## config.mk

```make
export PLATFORM = sky130hd
export DESIGN_NAME = uart_tx_arb_flat
export DESIGN_NICKNAME = d
export VERILOG_FILES = /design/src/rtl/uart_arb_pkg.sv /design/src/rtl/uart_tx_arb_if.sv /design/src/rtl/uart_tx_arb_rr_pick.sv /design/src/rtl/uart_tx_arb.sv /design/src/flat_wrapper.sv
export SDC_FILE = /design/constraint.sdc
export NUM_CORES = 1
export LEC_CHECK = 0
export CAP_MARGIN = 20
export CORE_MARGIN = 3
export CORE_UTILIZATION = 25
export DETAILED_ROUTE_END_ITERATION = 6
export SLEW_MARGIN = 25
export SYNTH_ARGS = -nofsm -noshare
export SYNTH_HDL_FRONTEND = slang
export SYNTH_HIERARCHICAL = 1
export SYNTH_SLANG_ARGS = --single-unit
```

## constraint.sdc

```tcl
create_clock -name i_clk -period 1.9 [get_ports i_clk]
set_clock_uncertainty 0.05 [all_clocks]
set_input_delay 0.38 -clock i_clk [delete_from_list [all_inputs] [get_ports i_clk]]
set_output_delay 0.38 -clock i_clk [all_outputs]
set_load 0.01 [all_outputs]
```

## src/rtl/uart_arb_pkg.sv

```systemverilog
// uart_arb_pkg: shared types and constants for the UART transmit arbiter
// and any later arbiter that reuses rr_pick.
//   MAX_REQ     : largest supported requester count
//   GNT_W       : width of a requester index (gnt_id, rr_ptr)
//   arb_state_t : sequencer state encoding
//   rr_next()   : round-robin successor of an index, wrapping at n-1
package uart_arb_pkg;

  localparam int MAX_REQ = 8;
  localparam int GNT_W   = 3;

  typedef enum logic [2:0] {
    ST_IDLE  = 3'd0,
    ST_SEND  = 3'd1,
    ST_WAIT  = 3'd2,
    ST_GAP   = 3'd3,
    ST_CKSUM = 3'd4
  } arb_state_t;

  function automatic logic [GNT_W-1:0] rr_next(input logic [GNT_W-1:0] id,
                                               input int n);
    if (int'(id) >= n - 1) return '0;
    return id + GNT_W'(1);
  endfunction

endpackage

```

## src/rtl/uart_tx_arb_if.sv

```systemverilog
// uart_tx_arb_if: byte-lane and serializer handshake bundle for uart_tx_arb.
//   req_vld  : lane i holds a byte
//   req_data : byte on lane i (packed, lane i = req_data[i])
//   req_last : byte on lane i ends its packet
//   req_rdy  : byte on lane i accepted this cycle (one-hot or zero)
//   trmt     : start pulse to UART_tx
//   tx_data  : byte to UART_tx, valid while trmt = 1
//   tx_done  : UART_tx completion flag (level)
// master = arbiter side, slave = requesters + UART side.
interface uart_tx_arb_if #(
  parameter int N_REQ = 2
);
  logic [N_REQ-1:0]       req_vld;
  logic [N_REQ-1:0][7:0]  req_data;
  logic [N_REQ-1:0]       req_last;
  logic [N_REQ-1:0]       req_rdy;
  logic                   trmt;
  logic [7:0]             tx_data;
  logic                   tx_done;

  modport master (
    input  req_vld, req_data, req_last, tx_done,
    output req_rdy, trmt, tx_data
  );

  modport slave (
    output req_vld, req_data, req_last, tx_done,
    input  req_rdy, trmt, tx_data
  );
endinterface

```

## src/rtl/uart_tx_arb_rr_pick.sv

```systemverilog
// rr_pick: combinational round-robin priority encoder.
//   i_req : request vector
//   i_ptr : index with highest priority this round (must be < N_REQ)
//   o_idx : first requesting index at or after i_ptr, wrapping at N_REQ-1
//   o_any : at least one request present
module rr_pick
  import uart_arb_pkg::*;
#(
  parameter int N_REQ = 2
) (
  input  logic [N_REQ-1:0] i_req,
  input  logic [GNT_W-1:0] i_ptr,
  output logic [GNT_W-1:0] o_idx,
  output logic             o_any
);
  localparam int IDX_W = (N_REQ > 1) ? $clog2(N_REQ) : 1;

  // Walk offsets from farthest to nearest so the nearest hit to i_ptr
  // is the last assignment and therefore wins.
  always_comb begin
    int                 w_pos;
    logic [IDX_W-1:0]   w_cand;
    o_idx  = '0;
    w_pos  = 0;
    w_cand = '0;
    for (int i = N_REQ - 1; i >= 0; i--) begin
      w_pos = int'(i_ptr) + i;
      if (w_pos >= N_REQ) w_pos = w_pos - N_REQ;
      w_cand = IDX_W'(w_pos);
      if (i_req[w_cand]) o_idx = GNT_W'(w_pos);
    end
  end

  assign o_any = |i_req;

endmodule

```

## src/rtl/uart_tx_arb.sv

```systemverilog
// uart_tx_arb: packet-level round-robin arbiter sharing one UART_tx between
// N_REQ byte-stream requesters. The grant is held until the owner's last
// byte has shifted out, so packets never interleave on the wire.
//   i_clk, i_rst : clock, synchronous active-high reset
//   bus          : requester lanes + UART_tx handshake (master modport)
//   o_busy       : a packet is in progress
//   o_gnt_id     : current owner, valid while o_busy
//   o_pkt_done   : one-cycle pulse once the owner's packet is fully sent
// Parameters: N_REQ (2..8), GAP_CLKS (idle clocks after each tx_done).
// Build option: UART_ARB_CKSUM_EN appends a two's-complement checksum byte
// after every packet so that all bytes on the wire sum to 0x00.
module uart_tx_arb
  import uart_arb_pkg::*;
#(
  parameter int N_REQ    = 2,
  parameter int GAP_CLKS = 0
) (
  input  logic              i_clk,
  input  logic              i_rst,
  uart_tx_arb_if.master     bus,
  output logic              o_busy,
  output logic [GNT_W-1:0]  o_gnt_id,
  output logic              o_pkt_done
);
  localparam int          IDX_W    = (N_REQ > 1) ? $clog2(N_REQ) : 1;
  localparam logic [15:0] GAP_LAST = (GAP_CLKS > 0) ? 16'(GAP_CLKS - 1) : 16'd0;

  arb_state_t        r_state;
  logic [GNT_W-1:0]  r_owner;
  logic [GNT_W-1:0]  r_rr_ptr;
  logic              r_last;
  logic [15:0]       r_gap;
  logic              r_busy;
  logic              r_pkt_done;
`ifdef UART_ARB_CKSUM_EN
  logic [7:0]        r_sum;
  logic              r_ck_sent;
`endif

  logic [GNT_W-1:0]  w_win;
  logic              w_any;
  logic [IDX_W-1:0]  w_oidx;
  logic              w_own_vld;
  logic [7:0]        w_own_data;
  logic              w_own_last;
  logic              w_byte_end;

  rr_pick #(.N_REQ(N_REQ)) u_pick (
    .i_req (bus.req_vld),
    .i_ptr (r_rr_ptr),
    .o_idx (w_win),
    .o_any (w_any)
  );

  assign w_oidx     = r_owner[IDX_W-1:0];
  assign w_own_vld  = bus.req_vld[w_oidx];
  assign w_own_data = bus.req_data[w_oidx];
  assign w_own_last = bus.req_last[w_oidx];

  // A byte slot ends either on tx_done (no gap) or on the last gap count.
  assign w_byte_end = ((r_state == ST_WAIT) && bus.tx_done && (GAP_CLKS == 0)) ||
                      ((r_state == ST_GAP)  && (r_gap == GAP_LAST));

  // Strobes to the serializer and requesters are combinational so the
  // accept, the start pulse and the byte all land in the same cycle.
  always_comb begin
    bus.trmt    = 1'b0;
    bus.tx_data = 8'h00;
    bus.req_rdy = '0;
    if (r_state == ST_SEND && w_own_vld) begin
      bus.trmt            = 1'b1;
      bus.tx_data         = w_own_data;
      bus.req_rdy[w_oidx] = 1'b1;
    end
`ifdef UART_ARB_CKSUM_EN
    if (r_state == ST_CKSUM) begin
      bus.trmt    = 1'b1;
      bus.tx_data = (~r_sum) + 8'd1;
    end
`endif
  end

  always_ff @(posedge i_clk) begin
    if (i_rst) begin
      r_state    <= ST_IDLE;
      r_owner    <= '0;
      r_rr_ptr   <= '0;
      r_last     <= 1'b0;
      r_gap      <= '0;
      r_busy     <= 1'b0;
      r_pkt_done <= 1'b0;
`ifdef UART_ARB_CKSUM_EN
      r_sum      <= '0;
      r_ck_sent  <= 1'b0;
`endif
    end else begin
      r_pkt_done <= 1'b0;
      case (r_state)
        ST_IDLE: begin
          if (w_any) begin
            r_owner <= w_win;
            r_busy  <= 1'b1;
            r_state <= ST_SEND;
`ifdef UART_ARB_CKSUM_EN
            r_sum     <= '0;
            r_ck_sent <= 1'b0;
`endif
          end
        end
        // Owner keeps the grant through stalls of any length.
        ST_SEND: begin
          if (w_own_vld) begin
            r_last  <= w_own_last;
            r_state <= ST_WAIT;
`ifdef UART_ARB_CKSUM_EN
            r_sum   <= r_sum + w_own_data;
`endif
          end
        end
        ST_WAIT: begin
          if (bus.tx_done && (GAP_CLKS != 0)) begin
            r_gap   <= '0;
            r_state <= ST_GAP;
          end
        end
        ST_GAP: begin
          if (r_gap != GAP_LAST) r_gap <= r_gap + 16'd1;
        end
`ifdef UART_ARB_CKSUM_EN
        ST_CKSUM: begin
          r_ck_sent <= 1'b1;
          r_state   <= ST_WAIT;
        end
`endif
        default: r_state <= ST_IDLE;
      endcase

      // After-byte decision overrides the per-state defaults above.
      if (w_byte_end) begin
        r_gap <= '0;
        if (!r_last) begin
          r_state <= ST_SEND;
        end
`ifdef UART_ARB_CKSUM_EN
        else if (!r_ck_sent) begin
          r_state <= ST_CKSUM;
        end
`endif
        else begin
          r_pkt_done <= 1'b1;
          r_rr_ptr   <= rr_next(r_owner, N_REQ);
          r_busy     <= 1'b0;
          r_state    <= ST_IDLE;
        end
      end
    end
  end

  assign o_busy     = r_busy;
  assign o_gnt_id   = r_owner;
  assign o_pkt_done = r_pkt_done;

endmodule

```

## src/flat_wrapper.sv

```systemverilog
// flat-port wrapper written by rule: the top's interface ports become plain ports
module uart_tx_arb_flat import uart_arb_pkg::*;
#(
  parameter int N_REQ    = 2,
  parameter int GAP_CLKS = 0
)
  (i_clk, i_rst, o_busy, o_gnt_id, o_pkt_done, bus_req_vld, bus_req_data, bus_req_last, bus_tx_done, bus_req_rdy, bus_trmt, bus_tx_data);
  uart_tx_arb_if #(.N_REQ(N_REQ)) bus_i ();
  input  logic i_clk;
  input  logic i_rst;
  output logic o_busy;
  output logic [GNT_W-1:0] o_gnt_id;
  output logic o_pkt_done;
  input wire logic [$bits(bus_i.req_vld)-1:0] bus_req_vld;
  input wire logic [$bits(bus_i.req_data)-1:0] bus_req_data;
  input wire logic [$bits(bus_i.req_last)-1:0] bus_req_last;
  input wire logic [$bits(bus_i.tx_done)-1:0] bus_tx_done;
  output wire logic [$bits(bus_i.req_rdy)-1:0] bus_req_rdy;
  output wire logic [$bits(bus_i.trmt)-1:0] bus_trmt;
  output wire logic [$bits(bus_i.tx_data)-1:0] bus_tx_data;
  assign bus_i.req_vld = bus_req_vld;
  assign bus_i.req_data = bus_req_data;
  assign bus_i.req_last = bus_req_last;
  assign bus_i.tx_done = bus_tx_done;
  assign bus_req_rdy = bus_i.req_rdy;
  assign bus_trmt = bus_i.trmt;
  assign bus_tx_data = bus_i.tx_data;
  uart_tx_arb #(.N_REQ(N_REQ), .GAP_CLKS(GAP_CLKS)) u_core (.i_clk(i_clk), .i_rst(i_rst), .bus(bus_i), .o_busy(o_busy), .o_gnt_id(o_gnt_id), .o_pkt_done(o_pkt_done));
endmodule
```

== Word level (Yosys, flattened, before mapping) ==
Cells that the tools add are included.
W data, S select, Z words.

* Muxes and demuxes: 35
* Bitwise operators: 1
* $lt $le $gt $ge: 7
* Add/subtract/negate cells: 5
* Equality and inequality tests: 6
* Reduce and logical (&&, ||, !) cells: 17

{| class="wikitable"
|+ Operators by type and width
! operator !! number
|-
| $mux W3 || 9
|-
| $mux W8 || 3
|-
| $mux W1 || 20
|-
| $add A16 B1 Y16 const B || 1
|-
| $logic_not A16 Y1 || 1
|-
| $reduce_bool A16 Y1 || 1
|-
| $pmux W3 S3 || 1
|-
| $reduce_and A2 Y1 || 4
|-
| $reduce_or A2 Y1 || 4
|-
| $eq A3 B2 Y1 const B || 2
|-
| $lt A1 B2 Y1 const B || 3
|-
| $sub A3 B2 Y3 const B || 2
|-
| $add A3 B1 Y4 const B || 1
|-
| $ge A4 B2 Y1 const B || 1
|-
| $logic_and A1 B1 Y1 || 4
|-
| $add A3 B1 Y3 const B || 1
|-
| $eq A3 B1 Y1 const B || 1
|-
| $ge A3 B1 Y1 const B || 1
|-
| $ge A3 B2 Y1 const B || 1
|-
| $logic_not A3 Y1 || 1
|-
| $ne A3 B1 Y1 const B || 1
|-
| $ne A3 B2 Y1 const B || 1
|-
| $reduce_and A3 Y1 || 1
|-
| $mux W2 || 1
|-
| 5 further kinds || 5
|}

* Output and inout port bits: 16
* Register bits: 28
* Word-level logic and storage cells: 78
* Input bits: 23

== Depth between registers and ports, before layout ==
Gate-level depths: netlist (run 1).

* Depth after elaboration: 7
* Depth in mapped cells: 9
* Mapped depth without buffers: 8

== Modules after synthesis ==
Netlist (run 1), hierarchy kept.

{| class="wikitable"
|+ Modules (own cells, without submodules)
! module !! instances !! cells an instance !! sequential area each (um^2) !! area an instance (um^2)
|-
| uart_tx_arb || 1 || 168 || 540.5 || 1427.6
|-
| rr_pick || 1 || 30 || 0.0 || 215.2
|}

== Least setup slack after synthesis (run 1) ==
Ideal clock, no wire load.

* Path type: flip-flop to output port
* Start point: register u_core.r_owner[0], in the netlist u_core/o_gnt_id[0]
* End point: output bus_tx_data[0]
* Setup slack: 0.128 ns
* Arrival: 1.342 ns
* Buffers on the path: 2
* Stages on the path, launching flop included: 5
* Cells stage by stage: dfxtp_1 > clkbuf_1 > clkbuf_1 > mux2i_1 > nor2_1

* Longest elaborated chain between the ends: 4
* Elaborated cells between the ends (all ways): 6

{| class="wikitable"
|+ RTL lines
! element !! RTL line !! text
|-
| start: declaration || uart_tx_arb.sv:29 || <nowiki>logic [GNT_W-1:0] r_owner;</nowiki>
|-
| start signal: assignment || uart_tx_arb.sv:101 || <nowiki>r_owner <= w_win;</nowiki>
|-
| $mux W1 (implied by the code) (2 in series) || uart_tx_arb.sv:56 || <nowiki>assign w_own_vld = bus.req_vld[w_oidx];</nowiki>
|-
| $logic_and A1 B1 Y1 || uart_tx_arb.sv:70 || <nowiki>if (r_state == ST_SEND && w_own_vld) begin</nowiki>
|-
| $mux W8 (*) || uart_tx_arb.sv:70 ||
|-
| end: declaration || flat_wrapper.sv:20 || <nowiki>output wire logic [$bits(bus_i.tx_data)-1:0] bus_tx_data;</nowiki>
|}

Mark *: on every way between the ends. The rest lies on a longest branch, timed or not. The select of a mux whose other input is x is not followed.

== Final worst setup path (run 1) ==
* Start point: register u_core.r_owner[0], in the netlist u_core/o_gnt_id[0]
* End point: output bus_tx_data[5]

Same word-level chain as after synthesis.

==> results of run 1 <==
[area by class of cell]
cell class / instances / area, um2
clock buffers: 4 / 45.0
fillers: 624 / 3890
inverters: 9 / 33.8
multi-input cells: 155 / 1060
flip-flops and latches: 27 / 543
well taps: 75 / 93.8
repair buffers: 55 / 462
[power by group through the flow]
stage          logic, W  registers, W  clock network, W
6_report       0.000473      0.000631          0.000325
5_1_grt        0.000529      0.000636          0.000362
4_1_cts        0.000479      0.000631          0.000341
3_5_place_dp   0.000457      0.000630                 0
3_3_place_gp   0.000455      0.000631                 0
2_1_floorplan  0.000243      0.000631                 0
[final timing paths]
check	end	slack (ns)	startpoint
max	bus_tx_data[5]	0.06	u_core/o_gnt_id[0]
min reg2reg	u_core/o_busy	0.47	u_core/o_busy
max reg2reg	u_core/r_rr_ptr[1]	0.17	u_core/r_gap[0]
min	u_core/o_busy	0.47	u_core/o_busy
[synthesized netlist by cell type, types with 3 or more instances]
master | count | area, um2
a31oi_1 | 3 | 18.8
a21oi_1 | 3 | 15.0
mux2i_1 | 14 | 140
nor2_1 | 44 | 165
nand3_1 | 11 | 55.1
clkbuf_1 | 4 | 15.0
dfxtp_1 | 27 | 541
nor2b_1 | 6 | 37.5
and3_1 | 4 | 25.0
nor3_1 | 3 | 15.0
ha_1 | 6 | 75.1
xnor2_1 | 10 | 87.6
nand2_1 | 6 | 22.5
inv_1 | 9 | 33.8
nand4_1 | 3 | 18.8
xor2_1 | 6 | 52.6
[flip-flops by register name (all words and copies together), names as in the netlist]
name               count
u_core/o_pkt_done      1
u_core/r_rr_ptr        3
u_core/r_state         2
u_core/o_busy          1
u_core/o_gnt_id        3
u_core/r_gap          16
u_core/r_last          1
[tightest hold or removal path, stage by stage, from the launching register on]
cell	delay (ns)
dfxtp_1	0.33
nor2_1	0.10
a211oi_1	0.05
[layer usage]
layer | share of wire, % | global-route usage, %
met5 | 0 | 0
met4 | 1.5 | 3.82
met3 | 6.9 | 3.31
met2 | 44 | 16.1
met1 | 47 | 13.4
[logic make-up (layout without fill, tap and decap cells)]
logic type	after synthesis	in the layout	share of synthesized area (%)
compound gates	23	23	9.98
xor+xnor	16	16	8.53
fa+ha+maj	6	6	4.57
buf+inv	17	68	5.10
flops	27	27	32.9
mux	15	15	9.22
simple gates	94	95	29.7
[stage by stage]
stage                     power [W]  instance area (um2)  hold WS (ns)  util [%]
after global placement      0.00109                 2160         0.455      35.3
after CTS                   0.00145                 2250         0.477      36.7
final                       0.00143                 2240         0.471      36.5
after detailed placement    0.00109                 2160         0.457      35.3
after global routing        0.00153                 2240         0.498      36.5
after floorplan            0.000874                 1640         0.415         -
[timing repair]
| item | in CTS | in global routing |
|---|---|---|
| gates resized for setup | 35 | 18 |
| pin swaps | 2 | 2 |
| endpoints found under the hold margin | 0 | 0 |
| buffers inserted | 4 | 0 |
| cloned | 1 | 0 |
| endpoints found under the setup margin | 12 | 29 |
==> run metrics, run 1 <==
Root Driver clkbuf_8; LEAKAGE 0.874 nW; Seq cells post-synth 27; DP HPWL about 2800 um; critical path class reg2out; CP cell instances mux2i_2 -> nor2_2 -> buf_4 -> nand2_4 -> buf_6 -> nor2_2 -> buf_2; Die W ~87 um; WP data arrival between 1 and 1.5 ns; fmax around 540 MHz; post-placement cell count ~320; Crit Path Max Fanout 6; Worst EP required between 1 and 1.5 ns; most frequent cells in the layout nor2_1, clkdlybuf4s50_1, dfxtp_1, buf_4, mux2i_1; final wirelength around 3600 um; EDFF count, synth 0; Cell Pwr Density 639 mW/mm2; vias per inst 4.59; global-route wire length before repair roughly 6300 um; CTS tree yes; vias in the first global route ~1.4k; Final nets 280; RSZ-0062 raised after global routing yes; Finish-stage setup viols 0; WL/cell between 10 and 15 um; NetSw 0.000437 W; crit start category register; Mapped Cells 198; Clk pwr share between 20% and 30%; Top-Level Pins 39; setup TNS 0 ns; Most used DFF post-synth dfxtp_1; worst setup margin between 0.06 and 0.07 ns; total grt overflow 0; status finished, final reports clean; num rows 28; crit path buf inv count 3; WHS Path Cells 2; Synth Cell Area between 0.0015 and 0.002 mm2; Period minus WS final between 1.5 and 2 ns; cell type of the slowest stage on the worst timing path dfxtp_2; # Max-Cap Violations 0; Mapped Avg Cell Area 8.30 um2; largest net degree at the start of global routing 17; Mapped Nets 227; DR iter-0 viols between 40 and 50; delay-heaviest family, CP buffers and inverters; number of H-tree levels 1; port bufs 38; worst slack at placement -0.580 ns; asr flop ratio synth 0%; internal power between 0.0009 and 0.001 W; maximum clock path buffer count 2; Hold-fix buffers, CTS 0; Gate power share 33.1%; area delta synth->final 36.2%; GRT Util Overall roughly 10%; DR pass1 iterations 4; routability cong. a little under 0.8; Ys Warns 6; Routed Antenna Nets 0; IR drop worst, VDD between 0.0003 and 0.0004 V; max-slew violation count 0; fin cells about 330; initial antenna violation count 0; worst slew pin tran roughly 0.43 ns; die area 0.00758 mm2; Sw Share a little under a third; Vias 1491; commonest non-fill, non-tap cell in the layout nor2_1; Critical Path Stages 7; most frequent cell on the critical path nor2_2; core box area between 0.006 and 0.007 mm2; period utilization a little over nine tenths; Final Hold Fails 0; Antenna Cells 0; HP Class reg2reg; crit-path max cell delay around 0.36 ns; TritonCTS buffer count 3; Residual DRC 0; FF-to-FF path depth 7; share of cells above drive strength 1 between 20 and 25%; Distinct cells, synth between 40 and 50; initial core utilization 26.8%; CTS sink cnt 27; Crit. End Element output pin; sequential share of power between 40% and 50%; Worst-Skew Late Latency between 0.2 and 0.3 ns; sequential area share after synthesis about 33%; die height about 87 um; Slew headroom a little over 70%; Worst-path clk slew approximately 0.090 ns
Power figures use the tool's default switching activity.
==> run 2, diff against run 1 <==
--- a/config.mk
+++ b/config.mk
@@ -5,6 +5,8 @@
 export SDC_FILE = /design/constraint.sdc
 export NUM_CORES = 1
 export LEC_CHECK = 0
+export ABC_AREA = 1
+export ABC_CLOCK_PERIOD_IN_PS = 1900
 export CAP_MARGIN = 20
 export CORE_MARGIN = 3
 export CORE_UTILIZATION = 25
==> run metrics, run 2 <==
status complete, but fails checks (was finished, final reports clean); violations in the final reports negative setup slack; Sw Share 35.4% (was 30.6%); Antenna Cells 0 (unchanged); Mapped Cells 261 (was 198); Vias 1808 (was 1491); Mapped Avg Cell Area 6.72 um2 (was 8.30 um2); WP data arrival 1.50 ns (was 1.41 ns); origin of the critical flop-to-flop path u_core/r_gap[1] (was u_core/r_gap[0]); period utilization 102% (was 96.8%); die area 0.00805 mm2 (was 0.00758 mm2); Clk pwr share 18.6% (was 22.8%); sequential area share after synthesis 30.8% (was 32.9%); top cell type's share of synthesized area 30.8% (was 32.9%); Period minus WS final 1.93 ns (was 1.84 ns); Final Hold Fails 0 (unchanged); WL/cell 10.2 um (was 11.1 um); maximum clock path buffer count 2 (unchanged); core box area 0.00657 mm2 (was 0.00613 mm2); total grt overflow 0 (unchanged); most common cell in the netlist nand2_1 (was nor2_1); CTS sink cnt 27 (unchanged); fin cells 417 (was 325); Residual DRC 0 (unchanged); hold path endpoint u_core/r_gap[14] (was u_core/o_busy); DR pass1 iterations 4 (unchanged); WHS Path Cells 2 (unchanged); Finish-stage setup viols 3 (was 0); final core occ 37.4% (was 36.5%); critical path class reg2out (unchanged); sequential share of power 37.3% (was 44.1%); initial antenna violation count 0 (unchanged); CTS tree yes (unchanged); TritonCTS buffer count 3 (unchanged); HP Class reg2reg (unchanged); # Max-Cap Violations 0 (unchanged); Cell Pwr Density 729 mW/mm2 (was 639 mW/mm2); Synth Cell Area 0.00175 mm2 (was 0.00164 mm2); max FFs per register 16 (unchanged); area leader, netlist dfxtp_1 (unchanged); DP HPWL 3290 um (was 2810 um); largest net degree at the start of global routing 15 (was 17); most frequent cells after synthesis nand2_1, inv_1, dfxtp_1 (was nor2_1, dfxtp_1, mux2i_1); Most flops, register u_core/r_gap (unchanged); EDFF count, synth 0 (unchanged); share of cells above drive strength 1 20.1% (was 20.4%); NetSw 0.000634 W (was 0.000437 W); area delta synth->final 40.3% (was 36.2%); final wirelength 4270 um (was 3610 um); global-route wire length before repair 7460 um (was 6290 um); Worst-path clk slew 0.10 ns (was 0.09 ns); FF-to-FF End u_core/r_gap[8] (was u_core/r_rr_ptr[1]); port bufs 38 (unchanged); num rows 29 (was 28); crit start category register (unchanged); worst setup margin -0.0341 ns (was 0.0605 ns); routability cong. 0.843 (was 0.778); DR iter-0 viols 121 (was 41); initial core utilization 26.7% (was 26.8%); Final nets 354 (was 280); IR drop worst, VDD 0.000322 V (was 0.000320 V); crit-path max cell delay 0.38 ns (was 0.36 ns); HP Start u_core/r_gap[14] (was u_core/o_busy); Root Driver clkbuf_8 (unchanged); flop2flop setup slack 0.23 ns (was 0.17 ns); largest cells by area after synthesis dfxtp_1, nand2_1, inv_1, a21oi_1, nand3_1 (was dfxtp_1, nor2_1, mux2i_1, xnor2_1, ha_1); commonest non-fill, non-tap cell in the layout nand2_1 (was nor2_1); Distinct cells, synth 28 (was 47); post-placement cell count 407 (was 316); Crit. End Element output pin (unchanged); internal power 0.00116 W (was 0.000993 W); Hold-fix buffers, CTS 0 (unchanged); Crit Path Max Fanout 5 (was 6); vias per inst 4.34 (was 4.59); Worst-Skew Late Latency 0.27 ns (about the same); CP cell instances o21ai_4 -> inv_2 -> nand3_4 -> inv_4 -> nand2_4 -> clkinvlp_4 -> a22o_1 -> buf_2 (was mux2i_2 -> nor2_2 -> buf_4 -> nand2_4 -> buf_6 -> nor2_2 -> buf_2); Top-Level Pins 39 (unchanged); number of H-tree levels 1 (unchanged); Most used DFF post-synth dfxtp_1 (unchanged); Worst EP required 1.47 ns (about the same); cell type of the slowest stage on the worst timing path dfxtp_4 (was dfxtp_2); Seq cells post-synth 27 (unchanged); delay-heaviest family, CP flip-flops (was buffers and inverters); FF-to-FF path depth 12 (was 7); LEAKAGE 1.09 nW (was 0.874 nW); max-slew violation count 0 (unchanged); Gate power share 44.1% (was 33.1%); Ys Warns 6 (unchanged); Routed Antenna Nets 0 (unchanged); vias in the first global route 1688 (was 1449); most frequent cells in the layout nand2_1, inv_1, nor2_1, dfxtp_1, clkdlybuf4s50_1 (was nor2_1, clkdlybuf4s50_1, dfxtp_1, buf_4, mux2i_1); Slew headroom 74.6% (was 71.6%); Mapped Nets 290 (was 227); Die W 89.7 um (was 87.1 um); RSZ-0062 raised after global routing yes (unchanged); fmax 517 MHz (was 544 MHz); worst slew pin tran 0.380 ns (was 0.425 ns); die height 89.7 um (was 87.1 um); asr flop ratio synth 0% (unchanged); crit path buf inv count 4 (was 3); GRT Util Overall 10.7% (was 10.4%)
==> run 2: changes by cell type after synthesis, moves of 6 or more <==
cell | previous run | this run
mux2i_1 | 14 | 0
o21ai_0 | 2 | 8
a21oi_1 | 3 | 20
a22o_1 | 0 | 8
nand3_1 | 11 | 20
xnor2_1 | 10 | 4
nor2b_1 | 6 | 0
inv_1 | 9 | 35
nand2_1 | 6 | 69
nor2_1 | 44 | 26
==> run 2: per-layer routing <==
layer / share of wire (%) / up-vias / global-route usage (%)
li1: - / 967 / -
met1: 47 / 798 / 13.4
met2: 48 / 39 / 18.7
met3: 3.4 / 4 / 1.34
met4: 1.3 / 0 / 4.34
met5: 0 / - / 0
==> run 2: power by group through the flow <==
stage	Sequential, W	Clock (W)	Combinational (W)
after floorplan	0.000688	0	0.000338
after global placement	0.000667	0	0.000721
after detailed placement	0.000667	0	0.000726
after CTS	0.000658	0.000350	0.000746
after global routing	0.000676	0.000375	0.000877
final	0.000669	0.000333	0.000791
==> run 2: layout make-up <==
type	count	area (um2)
multi-input combinational	194	1090
fill	714	4110
clock buffer	4	45.0
timing repair inverter	1	7.51
timing repair buffer	59	497
tap	93	116
sequential	27	544
inverter	39	156
==> run 2: worst max path at each step <==
stage	from	to	slack (ns)	cells after the start
floorplan	u_core/o_gnt_id[0]	bus_tx_data[0]	0.22	5
global placement	bus_req_vld[1]	bus_tx_data[3]	-0.67	11
detailed placement	bus_req_vld[1]	bus_tx_data[6]	-0.68	11
CTS	u_core/o_gnt_id[0]	bus_tx_data[3]	-0.1	9
global route	u_core/o_gnt_id[0]	bus_tx_data[3]	-0.13	8
finish	u_core/o_gnt_id[0]	bus_tx_data[3]	-0.03	8
==> run 2: tightest hold or removal path: stages (launching register included) <==
cell and delay (ns):
dfxtp_1 0.33, nand2_1 0.06, a21oi_1 0.05
==> run 2: stage by stage <==
step | instance area, um2 | TNS (ns) | hold slack, ns | setup slack (ns) | power (W)
after CTS | 2410 | -0.314 | 0.442 | -0.0971 | 0.00175
after detailed placement | 2360 | -6.82 | 0.428 | -0.678 | 0.00139
after global placement | 2360 | -6.82 | 0.423 | -0.671 | 0.00139
final | 2460 | -0.0910 | 0.439 | -0.0341 | 0.00179
after global routing | 2460 | -0.679 | 0.464 | -0.127 | 0.00193
after floorplan | 1750 | 0 | 0.399 | 0.223 | 0.00103
==> run 2: kinds of logic after synthesis <==
group           share of synthesized area [%]
simple gates                             37.8
compound gates                           14.5
buf+inv                                  9.06
flops                                    30.8
xor+xnor                                 3.50
fa+ha+maj                                4.28
==> run 2: what timing repair did <==
item	4_1_cts	5_1_grt
setup buffers	3	2
pin swaps	9	2
gates resized for setup	52	12
cloned	1	0
endpoints found under the setup margin	11	11
==> run 3, diff against run 2 <==
--- a/config.mk
+++ b/config.mk
@@ -8,9 +8,12 @@
 export ABC_AREA = 1
 export ABC_CLOCK_PERIOD_IN_PS = 1900
 export CAP_MARGIN = 20
+export CELL_PAD_IN_SITES_DETAIL_PLACEMENT = 2
+export CELL_PAD_IN_SITES_GLOBAL_PLACEMENT = 2
 export CORE_MARGIN = 3
 export CORE_UTILIZATION = 25
 export DETAILED_ROUTE_END_ITERATION = 6
+export PLACE_DENSITY_LB_ADDON = 0.1
 export SLEW_MARGIN = 25
 export SYNTH_ARGS = -nofsm -noshare
 export SYNTH_HDL_FRONTEND = slang
==> run metrics, run 3 (synthesis results as in run 2) <==
port bufs 38 (unchanged); violations in the final reports negative setup slack (unchanged); core box area 0.00657 mm2 (unchanged); # Max-Cap Violations 0 (unchanged); most frequent cells in the layout nand2_1, inv_1, nor2_1, clkdlybuf4s50_1, dfxtp_1 (was nand2_1, inv_1, nor2_1, dfxtp_1, clkdlybuf4s50_1); Slew headroom 79.5% (was 74.6%); area delta synth->final 44.0% (was 40.3%); fmax 497 MHz (was 517 MHz); Period minus WS final 2.01 ns (was 1.93 ns); IR drop worst, VDD 0.000379 V (was 0.000322 V); Cell Pwr Density 745 mW/mm2 (was 729 mW/mm2); share of cells above drive strength 1 21.0% (was 20.1%); final wirelength 6090 um (was 4270 um); footprint of the multi-input gates 0.00109 mm2 (unchanged); DP HPWL 4820 um (was 3290 um); max-slew violation count 0 (unchanged); status complete, but fails checks (unchanged); CTS tree yes (unchanged); number of H-tree levels 1 (unchanged); worst setup margin -0.111 ns (was -0.0341 ns); max FFs per register 16 (unchanged); crit start category input port (was register); Most flops, register u_core/r_gap (unchanged); WL/cell 14.4 um (was 10.2 um); Worst-path clk slew 0.10 ns (about the same); overall power after layout 0.00188 W (was 0.00179 W); Clk pwr share 19.0% (was 18.6%); Crit Path Max Fanout 5 (unchanged); maximum clock path buffer count 2 (unchanged); routed length on met1 2880 um (was 2010 um); Max Used Layer met4 (unchanged); TritonCTS buffer count 3 (unchanged); routability cong. 0.764 (was 0.843); commonest non-fill, non-tap cell in the layout nand2_1 (unchanged); Root Driver clkbuf_8 (unchanged); vias in the first global route 2164 (was 1688); layout filler cell count 799 (was 714); num rows 29 (unchanged); global-route wire length before repair 10600 um (was 7460 um); Final Hold Fails 0 (unchanged); LEAKAGE 1.13 nW (was 1.09 nW); Sw Share 37.8% (was 35.4%); HP Class reg2reg (unchanged); Hold-fix buffers, CTS 0 (unchanged); worst slack at placement -0.739 ns (was -0.678 ns); DR pass1 iterations 4 (unchanged); critical path class in2out (was reg2out); period utilization 106% (was 102%); Finish-stage setup viols 9 (was 3); met2 wire length 3010 um (was 2060 um); register cell area after layout 546 um2 (was 544 um2); WL met3 198 um (was 145 um); sequential share of power 35.7% (was 37.3%); vias per inst 4.63 (was 4.34); internal power 0.00117 W (was 0.00116 W); Top-Level Pins 39 (unchanged); Crit. End Element output pin (unchanged); WP data arrival 1.58 ns (was 1.50 ns); Worst-Skew Late Latency 0.28 ns (was 0.27 ns); Antenna Cells 0 (unchanged); die area 0.00805 mm2 (unchanged); largest net degree at the start of global routing 17 (was 15); worst slew pin tran 0.306 ns (was 0.380 ns); die height 89.7 um (unchanged); final core occ 38.4% (was 37.4%); DR iter-0 viols 44 (was 121); GRT Util Overall 15.5% (was 10.7%); RSZ-0062 raised after global routing yes (unchanged); CTS sink cnt 27 (unchanged); Vias 1954 (was 1808); total grt overflow 0 (unchanged); Final nets 359 (was 354); Residual DRC 0 (unchanged); NetSw 0.000710 W (was 0.000634 W); Die W 89.7 um (unchanged); initial core utilization 26.7% (unchanged); Routed Antenna Nets 0 (unchanged); initial antenna violation count 0 (unchanged); Worst EP required 1.47 ns (about the same); Gate power share 45.3% (was 44.1%)
[run 3: cell types whose count changed in the layout (fill, tap and decap cells not counted), moves of 2 or more]
| cell | change |
|---|---|
| o21ai_1 | +2 |
| dlygate4sd2_1 | +2 |
| buf_4 | +4 |
| o21ai_0 | -2 |
| clkbuf_2 | -2 |
[run 3: power groups by stage]
stage | Clock [W] | Sequential [W] | Combinational [W]
5_1_grt | 0.000398 | 0.000680 | 0.000946
4_1_cts | 0.000376 | 0.000659 | 0.000783
6_report | 0.000357 | 0.000672 | 0.000851
2_1_floorplan | 0 | 0.000688 | 0.000338
3_5_place_dp | 0 | 0.000669 | 0.000756
3_3_place_gp | 0 | 0.000668 | 0.000735
[run 3: worst paths after layout]
check / startpoint / to / slack, ns / depth (start not counted)
hold / removal: u_core/r_gap[1] / u_core/r_gap[1] / 0.44 / 2
setup / recovery: bus_req_vld[0] / bus_tx_data[7] / -0.11 / 9
hold reg to reg: u_core/r_gap[1] / u_core/r_gap[1] / 0.44 / 2
setup reg to reg: u_core/r_gap[1] / u_core/r_state[0] / 0.19 / 12
[run 3: routing by layer]
layer  track usage, %  up-vias
li1                 -      980
met3             2.84        2
met4             1.15        0
met1             20.1      935
met2             27.9       37
met5                0        -
[run 3: worst max-delay path, cell delays in order]
cell and delay (ns):
dlygate4sd2_1 0.27, o21ai_4 0.18, inv_2 0.06, nand3_4 0.09
inv_4 0.05, nand2_4 0.08, clkinvlp_4 0.12, a22o_1 0.20
buf_2 0.14
[run 3: area by class of cell]
type	instances	area share (%)
sequential	27	21.6
inverter	39	6.30
tap	93	4.61
timing repair buffer	64	22.0
clock buffer	3	1.64
multi-input combinational	194	43.3
timing repair inverter	1	0.297
clock inverter	1	0.297
[run 3: metrics by stage]
stage / std cells / hold slack, ns / instance area, um2 / setup TNS (ns)
after floorplan: 261 / 0.399 / 1750 / 0
after global placement: 411 / 0.427 / 2390 / -7.25
after detailed placement: 411 / 0.441 / 2390 / -7.38
after CTS: 420 / 0.456 / 2460 / -0.817
after global routing: 422 / 0.492 / 2520 / -1.59
final: 422 / 0.442 / 2520 / -0.854
[run 3: timing repair]
item,in CTS,in global routing
cloned,2,0
endpoints found under the setup margin,11,24
buffers inserted,3,2
pin swaps,10,5
resized for setup,49,17
